$ cat src/rtl/lii_pkg.sv
// Shared definitions for the LII gearbox wrappers: ID width, sizing helpers
// and the routing-tag beat type.
package lii_pkg;

    localparam int LII_ID_W = 8;

    typedef logic [LII_ID_W-1:0] lii_id_t;

    typedef struct packed {
        lii_id_t src;
        lii_id_t dst;
    } lii_route_t;

    function automatic int lii_ratio(input int pw, input int dw);
        return dw / pw;
    endfunction

    function automatic int lii_cnt_w(input int r);
        return (r > 1) ? $clog2(r) : 1;
    endfunction

    // One extra MSB distinguishes full from empty when the pointers wrap.
    function automatic int lii_ptr_w(input int depth);
        return $clog2(depth) + 1;
    endfunction

endpackage

$ cat src/rtl/lii_gearbox_wrapper_if.sv
// Stream interfaces for the gearbox: LII phy channel (with routing tags) and
// plain AXI-Stream towards the HLS kernel.
interface lii_phy_if #(parameter int W = 64);
    import lii_pkg::*;

    logic [W-1:0] tdata;
    logic         tvalid;
    logic         tready;
    lii_id_t      src;
    lii_id_t      dst;

    modport master (output tdata, tvalid, src, dst, input tready);
    modport slave  (input tdata, tvalid, src, dst, output tready);
endinterface

interface axis_if #(parameter int W = 128);
    logic [W-1:0] tdata;
    logic         tvalid;
    logic         tready;

    modport master (output tdata, tvalid, input tready);
    modport slave  (input tdata, tvalid, output tready);
endinterface

$ cat src/rtl/lii_sync_fifo.sv
// Single-clock first-word-fall-through FIFO with wrap-bit pointers and a
// registered occupancy count.
module lii_sync_fifo
    import lii_pkg::*;
#(
    parameter int W     = 128,
    parameter int DEPTH = 4,
    localparam int PTR_W = lii_ptr_w(DEPTH)
) (
    input  logic             aclk,
    input  logic             arst,
    input  logic             push,
    input  logic [W-1:0]     din,
    input  logic             pop,
    output logic [W-1:0]     dout,
    output logic             empty,
    output logic             full,
    output logic [PTR_W-1:0] count
);
    localparam int AW = PTR_W - 1;

    logic [W-1:0]     mem [DEPTH];
    logic [PTR_W-1:0] wptr;
    logic [PTR_W-1:0] rptr;

    always_ff @(posedge aclk) begin
        if (arst) begin
            wptr <= '0;
            rptr <= '0;
        end else begin
            if (push) wptr <= wptr + PTR_W'(1);
            if (pop)  rptr <= rptr + PTR_W'(1);
        end
    end

    // NOTE: storage is deliberately not reset; validity comes from the pointers alone.
    always_ff @(posedge aclk) begin
        if (push) mem[wptr[AW-1:0]] <= din;
    end

    assign dout  = mem[rptr[AW-1:0]];
    assign empty = (wptr == rptr);
    assign full  = (wptr[AW] != rptr[AW]) && (wptr[AW-1:0] == rptr[AW-1:0]);
    assign count = wptr - rptr;

endmodule

$ cat src/rtl/lii_gearbox_wrapper.sv
// LII phy <-> HLS kernel gearbox: R phy beats per kernel word each way, output
// FIFO with occupancy-derived ce. Optional dst filtering under LII_DST_CHECK_EN.
module lii_gearbox_wrapper
    import lii_pkg::*;
#(
    parameter int      PW       = 64,
    parameter int      DW       = 128,
    parameter int      DEPTH    = 4,
    parameter int      CE_SLACK = 2,
    parameter lii_id_t SRC_ID   = '0,
    parameter lii_id_t DST_ID   = '0,
    parameter lii_id_t NODE_ID  = '0
) (
    input  logic              aclk,
    input  logic              arst,
    lii_phy_if.slave          lii_in_p0,
    lii_phy_if.master         lii_out_p0,
    axis_if.master            in_stream,
    axis_if.slave             out_stream,
    output logic              ce,
    output logic [15:0]       drop_cnt
);
    localparam int R     = lii_ratio(PW, DW);
    localparam int CNT_W = lii_cnt_w(R);
    localparam int PTR_W = lii_ptr_w(DEPTH);
    localparam logic [CNT_W-1:0] LAST  = CNT_W'(R - 1);
    localparam lii_route_t       ROUTE = '{src: SRC_ID, dst: DST_ID};

    // ---------------- input assembler ----------------
    logic [CNT_W-1:0] icnt;
    logic [DW-1:0]    acc;
    logic [DW-1:0]    oword;
    logic [DW-1:0]    merged;
    logic             ovalid;
    logic             in_fire;
    logic             keep;

    assign in_fire = lii_in_p0.tvalid && lii_in_p0.tready;

`ifdef LII_DST_CHECK_EN
    assign keep = (lii_in_p0.dst == NODE_ID);
`else
    assign keep = 1'b1;
`endif

    // NOTE: merged takes a full default from acc before the slice overwrite, so no latch.
    always_comb begin
        merged = acc;
        merged[icnt*PW +: PW] = lii_in_p0.tdata;
    end

    always_ff @(posedge aclk) begin
        if (arst) begin
            icnt   <= '0;
            ovalid <= 1'b0;
        end else begin
            if (in_fire && keep)
                icnt <= (icnt == LAST) ? '0 : icnt + CNT_W'(1);
            if (in_fire && keep && icnt == LAST)
                ovalid <= 1'b1;
            else if (in_stream.tready)
                ovalid <= 1'b0;
        end
    end

    always_ff @(posedge aclk) begin
        if (in_fire && keep) begin
            acc <= merged;
            if (icnt == LAST) oword <= merged;
        end
    end

    // The last beat only stalls while the finished word is still unclaimed.
    assign lii_in_p0.tready = !arst && ((icnt != LAST) || !ovalid || in_stream.tready);
    assign in_stream.tvalid = ovalid && !arst;
    assign in_stream.tdata  = oword;

`ifdef LII_DST_CHECK_EN
    always_ff @(posedge aclk) begin
        if (arst)
            drop_cnt <= '0;
        else if (in_fire && !keep && drop_cnt != 16'hFFFF)
            drop_cnt <= drop_cnt + 16'd1;
    end
`else
    assign drop_cnt = '0;
`endif

    logic unused_tags;
    assign unused_tags = ^{lii_in_p0.src, lii_in_p0.dst, NODE_ID};

    // ---------------- output FIFO + disassembler ----------------
    logic             push;
    logic             pop;
    logic             out_fire;
    logic             fifo_empty;
    logic             fifo_full;
    logic [DW-1:0]    head;
    logic [PTR_W-1:0] count;
    logic [CNT_W-1:0] ocnt;

    assign out_stream.tready = !arst && !fifo_full;
    assign push              = out_stream.tvalid && out_stream.tready;

    lii_sync_fifo #(
        .W     (DW),
        .DEPTH (DEPTH)
    ) u_out_fifo (
        .aclk  (aclk),
        .arst  (arst),
        .push  (push),
        .din   (out_stream.tdata),
        .pop   (pop),
        .dout  (head),
        .empty (fifo_empty),
        .full  (fifo_full),
        .count (count)
    );

    assign lii_out_p0.tvalid = !arst && !fifo_empty;
    assign lii_out_p0.tdata  = head[ocnt*PW +: PW];
    assign {lii_out_p0.src, lii_out_p0.dst} = ROUTE;

    assign out_fire = lii_out_p0.tvalid && lii_out_p0.tready;
    assign pop      = out_fire && (ocnt == LAST);

    always_ff @(posedge aclk) begin
        if (arst)
            ocnt <= '0;
        else if (out_fire)
            ocnt <= (ocnt == LAST) ? '0 : ocnt + CNT_W'(1);
    end

    // Registered count only: ce has no path from any tready.
    assign ce = !arst && ((DEPTH - int'(count)) >= CE_SLACK);

endmodule

$ cat src/flat_wrapper.sv
// flat-port wrapper written by rule: the top's interface ports become plain ports
module lii_gearbox_wrapper_flat import lii_pkg::*;
#(
    parameter int      PW       = 64,
    parameter int      DW       = 128,
    parameter int      DEPTH    = 4,
    parameter int      CE_SLACK = 2,
    parameter lii_id_t SRC_ID   = '0,
    parameter lii_id_t DST_ID   = '0,
    parameter lii_id_t NODE_ID  = '0
)
  (aclk, arst, ce, drop_cnt, lii_in_p0_tdata, lii_in_p0_tvalid, lii_in_p0_src, lii_in_p0_dst, lii_in_p0_tready, lii_out_p0_tdata, lii_out_p0_tvalid, lii_out_p0_src, lii_out_p0_dst, lii_out_p0_tready, in_stream_tdata, in_stream_tvalid, in_stream_tready, out_stream_tdata, out_stream_tvalid, out_stream_tready);
  lii_phy_if #(.W(PW)) lii_in_p0_i ();
  lii_phy_if #(.W(PW)) lii_out_p0_i ();
  axis_if #(.W(DW)) in_stream_i ();
  axis_if #(.W(DW)) out_stream_i ();
  input  logic aclk;
  input  logic arst;
  output logic ce;
  output logic [15:0] drop_cnt;
  input wire logic [$bits(lii_in_p0_i.tdata)-1:0] lii_in_p0_tdata;
  input wire logic [$bits(lii_in_p0_i.tvalid)-1:0] lii_in_p0_tvalid;
  input wire logic [$bits(lii_in_p0_i.src)-1:0] lii_in_p0_src;
  input wire logic [$bits(lii_in_p0_i.dst)-1:0] lii_in_p0_dst;
  output wire logic [$bits(lii_in_p0_i.tready)-1:0] lii_in_p0_tready;
  output wire logic [$bits(lii_out_p0_i.tdata)-1:0] lii_out_p0_tdata;
  output wire logic [$bits(lii_out_p0_i.tvalid)-1:0] lii_out_p0_tvalid;
  output wire logic [$bits(lii_out_p0_i.src)-1:0] lii_out_p0_src;
  output wire logic [$bits(lii_out_p0_i.dst)-1:0] lii_out_p0_dst;
  input wire logic [$bits(lii_out_p0_i.tready)-1:0] lii_out_p0_tready;
  output wire logic [$bits(in_stream_i.tdata)-1:0] in_stream_tdata;
  output wire logic [$bits(in_stream_i.tvalid)-1:0] in_stream_tvalid;
  input wire logic [$bits(in_stream_i.tready)-1:0] in_stream_tready;
  input wire logic [$bits(out_stream_i.tdata)-1:0] out_stream_tdata;
  input wire logic [$bits(out_stream_i.tvalid)-1:0] out_stream_tvalid;
  output wire logic [$bits(out_stream_i.tready)-1:0] out_stream_tready;
  assign lii_in_p0_i.tdata = lii_in_p0_tdata;
  assign lii_in_p0_i.tvalid = lii_in_p0_tvalid;
  assign lii_in_p0_i.src = lii_in_p0_src;
  assign lii_in_p0_i.dst = lii_in_p0_dst;
  assign lii_in_p0_tready = lii_in_p0_i.tready;
  assign lii_out_p0_tdata = lii_out_p0_i.tdata;
  assign lii_out_p0_tvalid = lii_out_p0_i.tvalid;
  assign lii_out_p0_src = lii_out_p0_i.src;
  assign lii_out_p0_dst = lii_out_p0_i.dst;
  assign lii_out_p0_i.tready = lii_out_p0_tready;
  assign in_stream_tdata = in_stream_i.tdata;
  assign in_stream_tvalid = in_stream_i.tvalid;
  assign in_stream_i.tready = in_stream_tready;
  assign out_stream_i.tdata = out_stream_tdata;
  assign out_stream_i.tvalid = out_stream_tvalid;
  assign out_stream_tready = out_stream_i.tready;
  lii_gearbox_wrapper #(.PW(PW), .DW(DW), .DEPTH(DEPTH), .CE_SLACK(CE_SLACK), .SRC_ID(SRC_ID), .DST_ID(DST_ID), .NODE_ID(NODE_ID)) u_core (.aclk(aclk), .arst(arst), .lii_in_p0(lii_in_p0_i), .lii_out_p0(lii_out_p0_i), .in_stream(in_stream_i), .out_stream(out_stream_i), .ce(ce), .drop_cnt(drop_cnt));
endmodule
$ cat config.mk
export PLATFORM = sky130hd
export DESIGN_NAME = lii_gearbox_wrapper_flat
export DESIGN_NICKNAME = d
export VERILOG_FILES = /design/src/rtl/lii_pkg.sv /design/src/rtl/lii_gearbox_wrapper_if.sv /design/src/rtl/lii_sync_fifo.sv /design/src/rtl/lii_gearbox_wrapper.sv /design/src/flat_wrapper.sv
export SDC_FILE = /design/constraint.sdc
export NUM_CORES = 1
export LEC_CHECK = 0
export BUFFER_PORTS_ARGS = -buffer_cell sky130_fd_sc_hd__buf_2
export CORE_UTILIZATION = 57
export DETAILED_ROUTE_END_ITERATION = 8
export GPL_TIMING_DRIVEN = 0
export PLACE_DENSITY = 0.8
export SYNTH_ARGS = -nofsm -noshare
export SYNTH_HDL_FRONTEND = slang
export SYNTH_SLANG_ARGS = --single-unit
$ cat constraint.sdc
create_clock -name aclk -period 16.2 [get_ports aclk]
set_input_delay 0.81 -clock aclk [delete_from_list [all_inputs] [get_ports aclk]]
set_output_delay 0.81 -clock aclk [all_outputs]
set_load 0.005 [all_outputs]
==> Implementation_results.wiki, run 1 <==
{| class="wikitable"
! Metric !! Value
|-
| Run status || finished, final reports clean
|-
| Utilization of the core after routing || 69.8%
|-
| Die width || 229 um
|-
| Combinational power share || 8.4%
|-
| P_int || 3.52 mW
|-
| Type of the worst setup path || reg -> out
|-
| Total clock buffers created by CTS || 76
|-
| Pwr Total || 4.45 mW
|-
| DRC violations left || 0
|-
| Count of standard-cell rows || 82
|-
| Total negative slack for setup checks || 0 ps
|-
| Final worst path period share || 23.1%
|-
| Sequential share of the synthesized area || 79.2%
|-
| Warning count from the yosys run || 0
|-
| Shortest period the worst path allows || 3750 ps
|-
| First-iteration detailed-routing DRC count || 996
|-
| Sw Pwr || 0.931 mW
|-
| Maximum number of buffers from clock root to sink || 3
|-
| Dpl cells || 2368
|-
| Buffer cell driving the clock tree root || sky130_fd_sc_hd__clkbuf_16
|-
| Clock transition at the registers of the reported paths || 60 ps
|-
| Share of the synthesized area in the top cell type || 78.5%
|-
| Wire length of the first global-routing pass || 90.0 mm
|-
| Largest clock skew in the final design || 21.9 ps
|-
| Cell Count, Final, Fillers Out || 2519
|-
| Number of enable flip-flop cells after synthesis || 768
|-
| CP Data Required Time || 15390 ps
|-
| Die Footprint || 52500 um^2
|-
| Path class of the lowest-slack min-delay path || in -> reg
|-
| Floorplan die height || 229 um
|-
| Top cells by area in the synthesized netlist || sky130_fd_sc_hd__edfxtp_1 78%, sky130_fd_sc_hd__mux4_2 9.8%, sky130_fd_sc_hd__mux2_2 7.5%
|-
| Sum of routed wire length over all layers || 60.5 mm
|-
| CP endpoint kind || output pin
|-
| Leakage power summed over all cells || 12.1 nW
|-
| Share of post-route cells with drive strength above 1 || 49.4%
|-
| Global-route usage over all layers || 23.1%
|-
| Maximum number of pins on one net before global-route repair || 66
|-
| Count of endpoints failing hold in the final timing report || 0
|-
| Floorplan core area || 50500 um^2
|-
| Arrival time worst endpoint || 2940 ps
|-
| Number of gates resized after CTS || 0
|-
| DRT antenna net count || 0
|-
| Clock sink total || 779
|-
| Clock insertion delay at the later pin of the skew report || 600 ps
|-
| Setup-failing EPs final || 0
|-
| CTS Hold Buffers Added || 0
|-
| IR drop worst, VDD || 0.146 mV
|-
| GRT Residual Overflow || 0
|-
| Startpoint Class || flop
|-
| Total half-perimeter wirelength after legalization and detailed placement || 38.4 mm
|-
| Cell accounting for the most synthesized area || sky130_fd_sc_hd__edfxtp_1
|-
| Per-cell routed wire length || 24.0 um
|-
| Power per cell area || 126 nW/um^2
|-
| Clock tree from TritonCTS || yes
|-
| Synthesis-to-layout area growth || 19.9%
|-
| Number of setup buffers added after CTS || 0
|-
| Share of total power in sequential cells || 52.3%
|-
| Placer congestion estimate || 0.833
|-
| Most used flip-flop cell after synthesis || sky130_fd_sc_hd__edfxtp_1
|-
| I/O Buffers || 394
|-
| Number of primary I/O pins || 443
|-
| Via count of the first global-routing pass || 15000
|-
| Final-stage net count || 1998
|-
| Post-synthesis area per instance || 23.5 um^2
|-
| Max Cap Violations || 0
|-
| Share of synthesized registers carrying an async set or reset || 0%
|-
| Vias post-DR || 14300
|-
| Placed Area || 32700 um^2
|-
| Max-Slew Margin vs Limit || 39.0%
|-
| Synth Register Bits || 779
|-
| Number of antenna violations at the first check in global routing || 22
|-
| Worst-margin pin slew || 914 ps
|-
| Mapped cell area || 29400 um^2
|-
| Number of distinct library cells after synthesis || 35
|-
| First-pass detailed-route iteration total || 5
|-
| Final instance area || 35200 um^2
|-
| RSZ-0062 raised after global routing || false
|-
| Effective utilization at floorplan || 58.2%
|-
| Maximum level of the CTS H-tree || 3
|-
| Count of pins over their slew limit || 0
|-
| Proportion of total power due to net switching || 20.9%
|-
| CP max FO || 4
|-
| Clock network power share || 39.3%
|-
| Cell count after synthesis || 1253
|-
| Highest clock frequency the design can meet || 267 MHz
|-
| Ratio of routed vias to standard cells || 5.68
|}
-- area by class of cell --
cell class | instances | area [um^2]
multi-input cells | 413 | 5690
clock buffers | 97 | 2070
well taps | 672 | 841
fillers | 3004 | 15200
inverters | 7 | 26.3
clock inverters | 40 | 417
flip-flops and latches | 779 | 23300
plain buffers | 85 | 553
repair buffers | 412 | 2340
diodes | 14 | 35.0
-- power by group through the flow --
stage | combinational (mW) | clock, mW | sequential, mW
CTS | 0.379 | 1.78 | 2.33
detailed placement | 0.375 | 0 | 2.37
global route | 0.403 | 1.85 | 2.33
finish | 0.376 | 1.75 | 2.33
floorplan | 0.215 | 0 | 2.37
global placement | 0.352 | 0 | 2.38
-- registers in the layout, indices dropped and copies added, names as in the netlist, named ones only --
register	flops
u_core.u_out_fifo.mem	512
u_core.acc	128
u_core.in_stream.tdata	128
u_core.u_out_fifo.rptr	3
u_core.u_out_fifo.wptr	3
u_core.icnt	1
u_core.ocnt	1
u_core.ovalid	1
-- layout by cell type, fill, tap and decap left out, types with 4 or more instances in the layout --
| master | n |
|---|---|
| sky130_fd_sc_hd__buf_1 | 12 |
| sky130_fd_sc_hd__edfxtp_1 | 768 |
| sky130_fd_sc_hd__clkbuf_16 | 80 |
| sky130_fd_sc_hd__mux2_2 | 197 |
| sky130_fd_sc_hd__nor2b_1 | 5 |
| sky130_fd_sc_hd__nor2_1 | 10 |
| sky130_fd_sc_hd__buf_6 | 16 |
| sky130_fd_sc_hd__dfxtp_1 | 11 |
| sky130_fd_sc_hd__mux4_2 | 128 |
| sky130_fd_sc_hd__inv_1 | 7 |
| sky130_fd_sc_hd__clkbuf_1 | 31 |
| sky130_fd_sc_hd__buf_2 | 407 |
| sky130_fd_sc_hd__ha_1 | 9 |
| sky130_fd_sc_hd__and3_4 | 4 |
| sky130_fd_sc_hd__buf_16 | 9 |
| sky130_fd_sc_hd__nand2_1 | 5 |
| sky130_fd_sc_hd__bufinv_16 | 8 |
| sky130_fd_sc_hd__buf_4 | 34 |
| sky130_fd_sc_hd__clkinv_1 | 18 |
| sky130_fd_sc_hd__conb_1 | 32 |
| sky130_fd_sc_hd__buf_8 | 5 |
| sky130_fd_sc_hd__a31oi_1 | 4 |
| sky130_fd_sc_hd__diode_2 | 14 |
| sky130_fd_sc_hd__clkinv_2 | 8 |
-- routing by layer --
metal / wire length (um) / up-vias / GRT usage [%] / share of wire (%)
met5: 149 / - / 0 / 0.25
met4: 1830 / 20 / 9.60 / 3.0
met3: 5190 / 129 / 6.70 / 8.6
met2: 30600 / 643 / 38.4 / 51
met1: 22700 / 7324 / 28.7 / 38
li1: - / 6199 / - / -
-- synth_stat cells, drive strengths merged, types with 2 or more instances --
| cell | number |
|---|---|
| mux4 | 128 |
| and3 | 4 |
| dfxtp | 11 |
| ha | 9 |
| inv | 7 |
| nand2 | 5 |
| a21oi | 2 |
| clkbuf | 14 |
| a31oi | 4 |
| edfxtp | 768 |
| buf | 71 |
| xnor2 | 2 |
| mux2 | 197 |
| nor2b | 5 |
| nor2 | 10 |
-- critical path, stage by stage (launching register included) --
cell	delay, ps
sky130_fd_sc_hd__dfxtp_1	380
sky130_fd_sc_hd__inv_1	120
sky130_fd_sc_hd__ha_1	230
sky130_fd_sc_hd__fa_1	540
sky130_fd_sc_hd__ha_1	170
sky130_fd_sc_hd__xor3_1	390
sky130_fd_sc_hd__a221oi_1	280
sky130_fd_sc_hd__buf_2	220
-- cells by family (layout without fill, tap and decap cells) --
kind of cell	Yosys count	count (layout)	share of synthesized area, %
DFF	779	779	79.2
buffers and inverters	92	641	1.97
xor gates and xnor gates	3	3	0.166
and+or+nand+nor	30	30	0.519
AOI/OAI and AO/OA	12	12	0.285
adders and majority gates	10	10	0.451
other	1	46	0.0128
muxes	326	326	17.4
-- per-stage QoR --
stage | hold slack, ps | setup slack (ps)
CTS | 366 | 12420
detailed placement | 552 | 13020
floorplan | 500 | 2070
finish | 414 | 12450
global placement | 539 | -3980
global route | 385 | 12330
-- worst paths after layout --
path,slack (ps),cells past startpoint,end,start
setup reg to reg,13310,6,u_core.in_stream.tdata[41],u_core.icnt
hold reg to reg,570,1,u_core.acc[57],u_core.acc[57]
setup / recovery,12450,7,ce,u_core.u_out_fifo.wptr[0]
hold / removal,410,1,u_core.u_out_fifo.mem[0][119],out_stream_tdata[119]
No activity file was read; power rests on OpenSTA's default activity.
==> run 2, diff against run 1 <==
--- a/config.mk
+++ b/config.mk
@@ -6,10 +6,10 @@
 export NUM_CORES = 1
 export LEC_CHECK = 0
 export BUFFER_PORTS_ARGS = -buffer_cell sky130_fd_sc_hd__buf_2
-export CORE_UTILIZATION = 57
+export CORE_UTILIZATION = 51
 export DETAILED_ROUTE_END_ITERATION = 8
 export GPL_TIMING_DRIVEN = 0
-export PLACE_DENSITY = 0.8
+export PLACE_DENSITY = 0.76
 export SYNTH_ARGS = -nofsm -noshare
 export SYNTH_HDL_FRONTEND = slang
 export SYNTH_SLANG_ARGS = --single-unit
==> constraint.sdc (replaced) <==
create_clock -name aclk -period 3.1 [get_ports aclk]
set_input_delay 0.155 -clock aclk [delete_from_list [all_inputs] [get_ports aclk]]
set_output_delay 0.155 -clock aclk [all_outputs]
set_load 0.005 [all_outputs]
==> run 2 against run 1 <==
- die area grew 12%
- critical endpoint unchanged
- sequential power grew to 5.2 times the previous value
- largest power group unchanged
- clock-buffer cell count is 5 lower
- utilization fell by 4.1 points
- hold slack lost 120 ps
==> Implementation_results.wiki, run 2 (synthesized netlist as in run 1, its figures left out) <==
{| class="wikitable"
! Metric !! Value
|-
| CP max FO || 4
|-
| Startpoint of the most critical hold path || out_stream_tdata[61]
|-
| DRC violations left || 0
|-
| Clock tree from TritonCTS || yes
|-
| Effective utilization at floorplan || 51.8%
|-
| Placer congestion estimate || 0.754
|-
| IR drop worst, VDD || 0.570 mV
|-
| Clock network power share || 38.5%
|-
| Reg-to-reg endpoint || u_core.in_stream.tdata[50]
|-
| Share of total power in sequential cells || 52.2%
|-
| Startpoint Class || flop
|-
| Most common cell after layout, fill and taps aside || sky130_fd_sc_hd__edfxtp_1
|-
| First-pass detailed-route iteration total || 5
|-
| Count of pins over their slew limit || 0
|-
| Worst R2R Start || u_core.icnt
|-
| Count of standard-cell rows || 87
|-
| Clock transition at the registers of the reported paths || 60 ps
|-
| Endpoint of the worst hold path || u_core.u_out_fifo.mem[2][61]
|-
| Share of post-route cells with drive strength above 1 || 44.9%
|-
| Met3 Routed Length || 5.42 mm
|-
| I/O Buffers || 394
|-
| Total clock buffers created by CTS || 79
|-
| Via count of the first global-routing pass || 16400
|-
| RSZ-0062 raised after global routing || true
|-
| Proportion of total power due to net switching || 21.6%
|-
| Shortest period the worst path allows || 2920 ps
|-
| Maximum level of the CTS H-tree || 3
|-
| Crit path top cell by count || sky130_fd_sc_hd__ha_1
|-
| Fin worst setup slack || 182 ps
|-
| Highest-count cells in the layout ignoring fill and taps || 768 x sky130_fd_sc_hd__edfxtp_1, 406 x sky130_fd_sc_hd__buf_2, 197 x sky130_fd_sc_hd__mux2_2, 197 x sky130_fd_sc_hd__dlygate4sd3_1, 128 x sky130_fd_sc_hd__mux4_2
|-
| Worst Setup Slack post-DPL || 496 ps
|-
| Highest clock frequency the design can meet || 343 MHz
|-
| DRT antenna net count || 0
|-
| Buffer cell driving the clock tree root || sky130_fd_sc_hd__clkbuf_16
|-
| CP cell instances || inv_1, ha_1, fa_1, ha_1, xor3_1, a221oi_2, buf_4
|-
| Max-Slew Margin vs Limit || 35.6%
|-
| Floorplan die height || 242 um
|-
| FF-to-FF setup slack || 520 ps
|-
| Pwr Total || 23.3 mW
|-
| Worst R2R Path Depth || 6
|-
| Total half-perimeter wirelength after legalization and detailed placement || 38.8 mm
|-
| Die Footprint || 58600 um^2
|-
| Highest metal layer with signal wires || met5
|-
| Total negative slack for setup checks || 0 ps
|-
| Sum of routed wire length over all layers || 64.5 mm
|-
| Leakage power summed over all cells || 12.9 nW
|-
| Number of antenna violations at the first check in global routing || 8
|-
| Per-cell routed wire length || 23.1 um
|-
| Ratio of routed vias to standard cells || 5.36
|-
| Number of primary I/O pins || 443
|-
| First-iteration detailed-routing DRC count || 874
|-
| Final-stage net count || 2198
|-
| Met2 routed WL || 33.2 mm
|-
| Max Cap Violations || 0
|-
| P_int || 18.3 mW
|-
| Hold Path Stages || 2
|-
| Slowest-stage cell, CP || sky130_fd_sc_hd__fa_1
|-
| Worst-margin pin slew || 965 ps
|-
| Run status || finished, final reports clean
|-
| Clock insertion delay at the later pin of the skew report || 600 ps
|-
| Worst Hold Slack || 298 ps
|-
| Combinational power share || 9.4%
|-
| Floorplan core area || 56700 um^2
|-
| CP Data Required Time || 2940 ps
|-
| Number of flip-flops under the largest register name || 512
|-
| CP endpoint kind || output pin
|-
| Global-route usage over all layers || 22.1%
|-
| Maximum number of buffers from clock root to sink || 3
|-
| Sw Pwr || 5.03 mW
|-
| GRT Residual Overflow || 0
|-
| Synthesis-to-layout area growth || 26.7%
|-
| Clock sink total || 779
|-
| Type of the worst setup path || reg -> out
|-
| Met1 wire length || 24.2 mm
|-
| Path class of the lowest-slack min-delay path || in -> reg
|-
| Power per cell area || 626 nW/um^2
|-
| Die width || 242 um
|-
| Setup-failing EPs final || 0
|-
| Vias post-DR || 15000
|-
| Filler Cell Count || 3644
|-
| Count of endpoints failing hold in the final timing report || 0
|-
| Largest clock skew in the final design || 25.0 ps
|-
| Biggest cell delay along the critical path || 530 ps
|-
| Maximum number of pins on one net before global-route repair || 66
|-
| Final worst path period share || 94.1%
|-
| Wire length of the first global-routing pass || 97.0 mm
|-
| Arrival time worst endpoint || 2760 ps
|}
-- run 2: cell count changes in the layout (fill, tap and decap cells not counted), moves of 2 or more --
cell                            delta
sky130_fd_sc_hd__buf_6             +3
sky130_fd_sc_hd__buf_8             -3
sky130_fd_sc_hd__bufinv_16         -3
sky130_fd_sc_hd__clkbuf_1          -6
sky130_fd_sc_hd__clkbuf_2          +2
sky130_fd_sc_hd__clkinv_4          +3
sky130_fd_sc_hd__diode_2           -7
sky130_fd_sc_hd__dlygate4sd3_1   +197
sky130_fd_sc_hd__inv_6             +2
-- run 2: worst max-delay path: cells and delay by family (launching register included) --
kind	cells	cell delay, ps
AOI/OAI and AO/OA	1	250
xor gates and xnor gates	1	410
adders and majority gates	3	910
buffers and inverters	2	270
DFF	1	350
-- run 2: timing repair --
action	CTS	global route
buffers inserted	0	0
hold buffers	197	0
endpoints found under the hold margin	774	0
cloned	0	0
setup endpoints to repair	1	2
pin swaps	0	1
resized for setup	1	3
-- run 2: worst max-delay path by stage --
stage	slack, ps	startpoint	to
2_1_floorplan	-2150	u_core.icnt	u_core.in_stream.tdata[0]
3_3_place_gp	-4210	u_core.icnt	u_core.in_stream.tdata[50]
3_5_place_dp	500	u_core.u_out_fifo.wptr[0]	u_core.u_out_fifo.mem[1][47]
4_1_cts	30	u_core.u_out_fifo.wptr[0]	ce
5_1_grt	-2	u_core.u_out_fifo.wptr[0]	ce
6_report	180	u_core.u_out_fifo.wptr[0]	ce
-- run 2: cell type report --
type	instances	area, um^2	share of cell area [%]
Antenna cell	7	17.5	0.0470
Tap cell	756	946	2.54
Clock inverter	44	389	1.04
Clock buffer	92	2030	5.44
Timing Repair Buffer	609	4300	11.6
Inverter	7	26.3	0.0705
Buffer	85	566	1.52
Sequential cell	779	23300	62.5
Multi-Input combinational cell	413	5690	15.3
-- run 2: metal layers --
layer	GRT usage (%)	vias up
li1	-	6580
met1	26.3	7700
met2	38.2	549
met3	7.27	111
met4	6.66	12
met5	0	-
-- run 2: power by group through the flow --
stage | logic (mW) | clock network, mW | registers [mW]
2_1_floorplan | 1.13 | 0 | 12.4
3_3_place_gp | 1.84 | 0 | 12.4
3_5_place_dp | 1.95 | 0 | 12.4
4_1_cts | 2.19 | 9.10 | 12.2
5_1_grt | 2.34 | 9.53 | 12.2
6_report | 2.18 | 8.97 | 12.2
-- run 2: stage by stage --
stage | instances | utilization, % | instance area [um^2]
floorplan | 1284 | - | 29600
detailed placement | 2452 | 57.9 | 32800
global placement | 2434 | 57.3 | 32500
global route | 2786 | 65.7 | 37200
CTS | 2785 | 65.6 | 37200
finish | 2792 | 65.7 | 37200
